$ cat src/rtl/ysyx_23060208_pkg.sv
// Shared constants for the ysyx_23060208 NPC core slice.
// FSM encoding for the fetch unit, IFU error codes and bus response codes.
// Pure constants; no logic.
package ysyx_23060208_pkg;

  // Fetch unit states
  localparam logic [1:0] S_IDLE = 2'd0;
  localparam logic [1:0] S_REQ  = 2'd1;
  localparam logic [1:0] S_WAIT = 2'd2;
  localparam logic [1:0] S_HOLD = 2'd3;

  // Error codes reported with each fetched instruction
  localparam logic [1:0] ERR_NONE     = 2'd0;
  localparam logic [1:0] ERR_ACCESS   = 2'd1;
  localparam logic [1:0] ERR_MISALIGN = 2'd2;

  // Bus read response: anything other than OKAY is treated as an access fault
  localparam logic [1:0] RESP_OKAY = 2'd0;

endpackage

$ cat src/rtl/ysyx_23060208_perf_cnt.sv
// 32-bit performance counter with increment enable and synchronous clear.
// Latency: count visible the cycle after inc. Wraps modulo 2^32.
// No backpressure; clear has priority over increment.
module ysyx_23060208_perf_cnt (
  input  logic        clk,
  input  logic        clr,
  input  logic        inc,
  output logic [31:0] cnt
);

  // Clear wins; otherwise count up by one on each inc cycle
  always_ff @(posedge clk) begin
    if (clr)
      cnt <= 32'd0;
    else if (inc)
      cnt <= cnt + 32'd1;
  end

endmodule

$ cat src/rtl/ysyx_23060208_ifu.sv
// Instruction fetch unit: latches pc on fetch_en, does one AR/R read, hands inst to IDU.
// Latency: 3 cycles fetch_en->out_valid with zero-wait bus, 1 cycle for misaligned pc.
// Backpressure: AR held stable until arready, result held stable until out_ready.
module ysyx_23060208_ifu
  import ysyx_23060208_pkg::*;
#(
  parameter int DATA_WIDTH = 32,
  parameter int ADDR_WIDTH = 32,
  parameter int RESP_WIDTH = 2
) (
  input  logic                  clk,
  input  logic                  rst,
  input  logic [ADDR_WIDTH-1:0] pc,
  input  logic                  fetch_en,
  output logic [ADDR_WIDTH-1:0] araddr,
  output logic                  arvalid,
  input  logic                  arready,
  input  logic [DATA_WIDTH-1:0] rdata,
  input  logic [RESP_WIDTH-1:0] rresp,
  input  logic                  rvalid,
  output logic                  rready,
  output logic [DATA_WIDTH-1:0] out_inst,
  output logic [ADDR_WIDTH-1:0] out_pc,
  output logic [1:0]            out_err,
  output logic                  out_valid,
  input  logic                  out_ready,
  output logic                  busy,
  output logic [31:0]           fetch_cnt,
  output logic [31:0]           stall_cnt
);

  logic [1:0]            state;
  logic [ADDR_WIDTH-1:0] addr_r;
  logic [DATA_WIDTH-1:0] inst_r;
  logic [1:0]            err_r;

  // Fetch FSM; addr_r is the pc captured at fetch_en and doubles as araddr/out_pc,
  // so later changes on the live pc input never leak into an in-flight fetch.
  always_ff @(posedge clk) begin
    if (rst) begin
      state  <= S_IDLE;
      addr_r <= '0;
      inst_r <= '0;
      err_r  <= ERR_NONE;
    end else begin
      case (state)
        S_IDLE: begin
          if (fetch_en) begin
            addr_r <= pc;
            if (pc[1:0] != 2'b00) begin
              // Misaligned: report directly, never touch the bus
              inst_r <= '0;
              err_r  <= ERR_MISALIGN;
              state  <= S_HOLD;
            end else begin
              state  <= S_REQ;
            end
          end
        end
        S_REQ: begin
          if (arready)
            state <= S_WAIT;
        end
        S_WAIT: begin
          if (rvalid) begin
            inst_r <= rdata;
            err_r  <= (rresp != RESP_WIDTH'(RESP_OKAY)) ? ERR_ACCESS : ERR_NONE;
            state  <= S_HOLD;
          end
        end
        S_HOLD: begin
          if (out_ready)
            state <= S_IDLE;
        end
        default: state <= S_IDLE;
      endcase
    end
  end

  assign araddr    = addr_r;
  assign arvalid   = (state == S_REQ);
  assign rready    = (state == S_WAIT);
  assign out_valid = (state == S_HOLD);
  assign busy      = (state != S_IDLE);
  assign out_inst  = inst_r;
  assign out_pc    = addr_r;
  assign out_err   = err_r;

  // Completed fetches: one per IDU handshake
  ysyx_23060208_perf_cnt u_fetch_cnt (
    .clk (clk),
    .clr (rst),
    .inc (out_valid & out_ready),
    .cnt (fetch_cnt)
  );

  // Cycles spent waiting on the bus (REQ or WAIT)
  ysyx_23060208_perf_cnt u_stall_cnt (
    .clk (clk),
    .clr (rst),
    .inc ((state == S_REQ) | (state == S_WAIT)),
    .cnt (stall_cnt)
  );

endmodule
$ cat config.mk
export PLATFORM = sky130hd
export DESIGN_NAME = ysyx_23060208_ifu
export DESIGN_NICKNAME = d
export VERILOG_FILES = /design/src/rtl/ysyx_23060208_pkg.sv /design/src/rtl/ysyx_23060208_perf_cnt.sv /design/src/rtl/ysyx_23060208_ifu.sv
export SDC_FILE = /design/constraint.sdc
export NUM_CORES = 1
export LEC_CHECK = 0
export CAP_MARGIN = 20
export CORE_ASPECT_RATIO = 0.7
export CORE_MARGIN = 8
export CORE_UTILIZATION = 43
export CTS_CLUSTER_DIAMETER = 50
export DETAILED_ROUTE_END_ITERATION = 10
export PLACE_DENSITY = 0.88
export SYNTH_ARGS = -nofsm -noshare
export SYNTH_HDL_FRONTEND = slang
export SYNTH_SLANG_ARGS = --single-unit
$ cat constraint.sdc
create_clock -name clk -period 2.3 [get_ports clk]
set_clock_uncertainty 0.05 [all_clocks]
set_input_delay 0.23 -clock clk [delete_from_list [all_inputs] [get_ports clk]]
set_output_delay 0.23 -clock clk [all_outputs]
set_load 0.01 [all_outputs]
; After elaboration in Yosys (flattened, before gate mapping)
; Cells that the tools add are included.
[classes]
addsub = 2
n_eq_ne = 8
n_mux = 15
bitwise = 2
n_reduce_logical = 8
[ops]
columns = cell, n
row1 = 2-to-1 mux 32 bit, 3
row2 = adder 32 x 1 -> 32 bit (second input constant), 2
row3 = one-hot mux 32 bit (2 select lines), 1
row4 = 2-to-1 mux 2 bit, 8
row5 = one-hot mux 2 bit (4 select lines), 1
row6 = AND reduction 4 bit, 2
row7 = nonzero test 2 bit, 4
row8 = inequality test 2 bit (second input constant), 3
row9 = equality test 2 bit (second input constant), 2
row10 = inequality test 2 x 1 -> 1 bit (second input constant), 2
row11 = one-hot mux 2 bit (2 select lines), 1
row12 = equality test 2 x 1 -> 1 bit (second input constant), 1
row13 = logical NOT 2 bit, 1
row14 = AND reduction 2 bit, 1
row15 = AND 1 bit, 1
row16 = 2-to-1 mux 1 bit, 1
row17 = bitwise OR 1 bit, 1
[word_totals]
regBits = 132
inputBits = 72
out_inout_bits = 166

; Logic depth before layout (Yosys ltp)
[logic_depth]
ltp_word = 4
depth_mapped = 10

; Cells and area by module
; Synthesis repeated with hierarchy kept, for this count alone.
[unflattened]
cells_unflattened = 676
hier_area_um2 = 5988.2
[by_module_without_submodules]
columns = module, instances, cells_each, area_per_inst_um2, seq_area_each_um2
row1 = ysyx_23060208_perf_cnt, 2, 181, 1564.0, 640.6
row2 = ysyx_23060208_ifu, 1, 314, 2860.2, 1361.3

; Worst setup path after synthesis
; Ideal clock, no wire load.
[synth_path]
path_kind = register to register
startpoint = register state[0]
endpoint = register u_stall_cnt.cnt[27]
setup_ps = 128
arrival_time_ps = 1941
path_slack_ps = 182
path_stages_with_launch = 11
synth_period_minus_slack_ps = 2118
path_cell_list = dfxtp_1 inv_1 ha_1 buf_2 and4_1 buf_2 nand4_1 clkbuf_1 nor4_1 xnor2_1 nor2_1
[synth_between]
elab_chain_cells = 2
elab_cells_between_ends = 3
[synth_lines]
columns = element, line
row1 = from (decl), ysyx_23060208_ifu.sv:32  ; logic [1:0] state;
row2 = from (signal assigned), ysyx_23060208_ifu.sv:41  ; state <= S_IDLE;
row3 = from (signal assigned), ysyx_23060208_ifu.sv:54  ; state <= S_HOLD;
row4 = from (signal assigned), ysyx_23060208_ifu.sv:56  ; state <= S_REQ;
row5 = equality test 2 x 1 -> 1 bit or equality test 2 bit (tied branches), ysyx_23060208_ifu.sv:101  ; .inc ((state == S_REQ) | (state == S_WAIT)),
row6 = bitwise OR 1 bit *, ysyx_23060208_ifu.sv:101
row7 = net u_stall_cnt.inc, ysyx_23060208_perf_cnt.sv:7  ; input logic inc,
row8 = to (signal assigned), ysyx_23060208_perf_cnt.sv:16  ; cnt <= cnt + 32'd1;
row9 = to (decl), ysyx_23060208_perf_cnt.sv:8  ; output logic [31:0] cnt
; Mark *: on every way through the listed nets, which the timed path passes. The rest lies on a longest branch.
; A chain may end at the register's enable or synchronous reset.

; Worst setup path after layout
[layout_path]
startpoint = register state[0]
endpoint = output rready
[layout_between]
elab_chain_cells = 1
[layout_lines]
columns = element, line
row1 = equality test 2 bit, ysyx_23060208_ifu.sv:82  ; assign rready = (state == S_WAIT);
row2 = to (decl), ysyx_23060208_ifu.sv:21  ; output logic rready,
; Every way passes these cells.

==> run metrics <==
layout cell share with drive strength beyond 1=0.0710; Finished Cell Area=8520 um^2; critical path depth=4; Routed WL per cell=roughly 16 um; CP max stage cell=clkdlybuf4s50_1; leak pwr=2.93 nW; Clk Tree Root Cell=clkbuf_16; first-pass GRT wire length=27,700 um; Peak Freq=roughly 0.46 GHz; synthesis-stage register bit count=132; fillers=1,025; Max Cap Viol=0; io pins=238; CP Max Fanout=35; post-synth top area share=0.475; H-tree depth=4; Setup Crit Path Kind=flop to primary output; Tcrit/Tclk final=0.952; synthesized area=5570 um^2; number of buffers inserted by port buffering=237; sequential element share of the synthesized area=0.475; reg2reg end=u_stall_cnt.cnt[16]$_SDFFE_PP0P_; CTS tree=done; worst path required time=2.02 ns; Finish-stage setup viols=0; most common cell after layout, fill and taps aside=clkdlybuf4s50_1; Multi-input gate area=2480 um^2; Post-CTS Setup Bufs=0; PD cells=862 nW/um^2; post-synth cell types=36; most frequent cells in the layout=clkdlybuf4s50_1, dfxtp_1, nand2_1, a21oi_1, nor2_1; RSZ-0062 raised after global routing=false; Crit. End Element=primary output; Routed Antenna Nets=0; Die W=152 um; Post-synth EDFFs=0; final hold slack=roughly 0.26 ns; commonest register cell after synthesis=dfxtp_1; Core Rows=34; # resized after CTS=1; CP endpoint=rready; Synthesized Nets=around 760; Sink Count=132; CTS Hold Bufs=0; Critical path buffers and inverters=3; async set-reset flop share out of synthesis=0; crit path DAT=approximately 1.9 ns; largest net degree at the start of global routing=46; Net Switching=2.39 mW; # nets final=roughly 970; Iter 0 DRT Violations=roughly 280; CP max stage delay=~0.58 ns; core region area=around 13,000 um^2; largest area contributor in the netlist=dfxtp_1; Sw Ratio=0.325; FF+latch area=2640 um^2; Logic pwr share=0.306; Slew Viols, Final=0; status=finished clean; Post-Synthesis Cells=681; antenna violations before repair=1; die area=16,900 um^2; vias per cell=5.01; via count=5,334; clk buf depth=2; synthesized area per cell=8.18 um^2; Initial Util=0.444; startpoint class of the critical path=flop; Synth area leaders=dfxtp_1, nand2_1, a21oi_1, xnor2_1, nand3_1; Worst path top cell family by delay=buffers and inverters; die height=111 um; cell chain of the critical path=inv_1 -> ha_1 -> buf_8 -> clkdlybuf4s50_1; Hold Path Stages=2; Worst-Margin Slew=0.548 ns; RePlAce Congestion=0.795; clk slew on worst S/H paths=around 0.06 ns; grt ovf=0; Skew-Pair Late Insertion Delay=0.40 ns; Critical path origin=state[0]$_SDFFE_PP0P_; vias in the first global route=about 5.3k; total track usage=0.197; final wirelength=17,000 um; Cell Int Power=4.96 mW; r2r setup slk=0.16 ns; reg2reg path depth=7; Area Growth Syn to Fin=53.0%; HPWL Detailed=12,600 um; CTS buffer count=17; setup tns final=0 ns; Slew HR=0.635; Reg power frac=0.359; Ys Warns=0; final hold viol count=0; DRC=0; Period minus WS final=2.19 ns; Clk pwr share=0.334; Hold/Removal Path Class=input pin to flop; DRT Pass-1 Iters=4; Reg2Reg Launch Point=state[0]$_SDFFE_PP0P_; Post-DP Area=7960 um^2; peak supply drop=0.000516 V
==> kinds of logic after synthesis <==
group	Yosys count	synth area share
AO/OA/AOI/OAI	86	0.0793
XOR/XNOR	54	0.0849
adder cells (fa/ha/maj)	6	0.0135
buffers and inverters	86	0.0809
flip-flops	132	0.475
multiplexers	2	0.00360
AND/OR/NAND/NOR	315	0.263
==> sequential cells by signal (all words and copies together) (netlist names) <==
name and flops:
u_fetch_cnt.cnt 32, out_err 2, araddr 32, u_stall_cnt.cnt 32, state 2, out_inst 32
==> worst min-delay path by stage <==
stage               slack (ns)                 startpoint                                to
floorplan                 0.32                      pc[0]            araddr[0]$_SDFFE_PP0P_
global placement          0.39  out_inst[10]$_SDFFE_PP0P_         out_inst[10]$_SDFFE_PP0P_
detailed placement        0.39   out_inst[7]$_SDFFE_PP0P_          out_inst[7]$_SDFFE_PP0P_
CTS                       0.23                        rst  u_stall_cnt.cnt[19]$_SDFFE_PP0P_
global route              0.25                        rst   u_stall_cnt.cnt[3]$_SDFFE_PP0P_
finish                    0.26                        rst   u_stall_cnt.cnt[3]$_SDFFE_PP0P_
==> stage by stage <==
stage | std cells | util | power, mW | setup WS (ns)
finish | 1064 | 0.679 | 7.34 | 0.111
global route | 1064 | 0.679 | 7.73 | 0.00834
CTS | 1063 | 0.678 | 7.41 | 0.0617
detailed placement | 1031 | 0.634 | 4.94 | 0.103
global placement | 1031 | 0.634 | 4.89 | 0.129
floorplan | 681 | - | 3.88 | 0.182
==> power by group through the flow <==
stage	sequential (mW)	combinational (mW)	clock, mW
after floorplan	2.75	1.13	0
after global placement	2.68	2.22	0
after detailed placement	2.69	2.25	0
after CTS	2.64	2.26	2.51
after global routing	2.67	2.44	2.62
final	2.64	2.25	2.45
==> synthesized netlist by cell type (2+ instances only) <==
library cell,number
nor3_1,17
nand2_1,121
inv_1,14
xor2_1,21
nor2_1,71
a21oi_1,74
a211oi_1,2
o21ai_0,7
buf_4,33
and2_1,2
ha_1,6
nand3_1,55
and3_1,4
buf_2,3
dfxtp_1,132
nor4_2,2
clkbuf_1,35
nand4_1,14
mux2i_1,2
xnor2_1,33
nor4_1,4
and4_1,6
or3_1,7
nor2b_1,2
or4_1,3
==> routing by layer <==
layer	up-vias	part of all wire	routed length, um	track usage
li1	2654	-	-	-
met1	2477	0.43	7310	0.229
met2	189	0.48	8120	0.329
met3	14	0.077	1310	0.0763
met4	0	0.014	236	0.0657
met5	-	0	0	0
==> area by class of cell <==
type / count / share of cell area
flip-flops and latches: 132 / 0.310
inverters: 14 / 0.00617
diodes: 1 / 0.000294
well taps: 162 / 0.0238
clock inverters: 14 / 0.0125
repair buffers: 260 / 0.304
clock buffers: 18 / 0.0516
multi-input cells: 463 / 0.292
No activity file was read; power rests on OpenSTA's default activity.
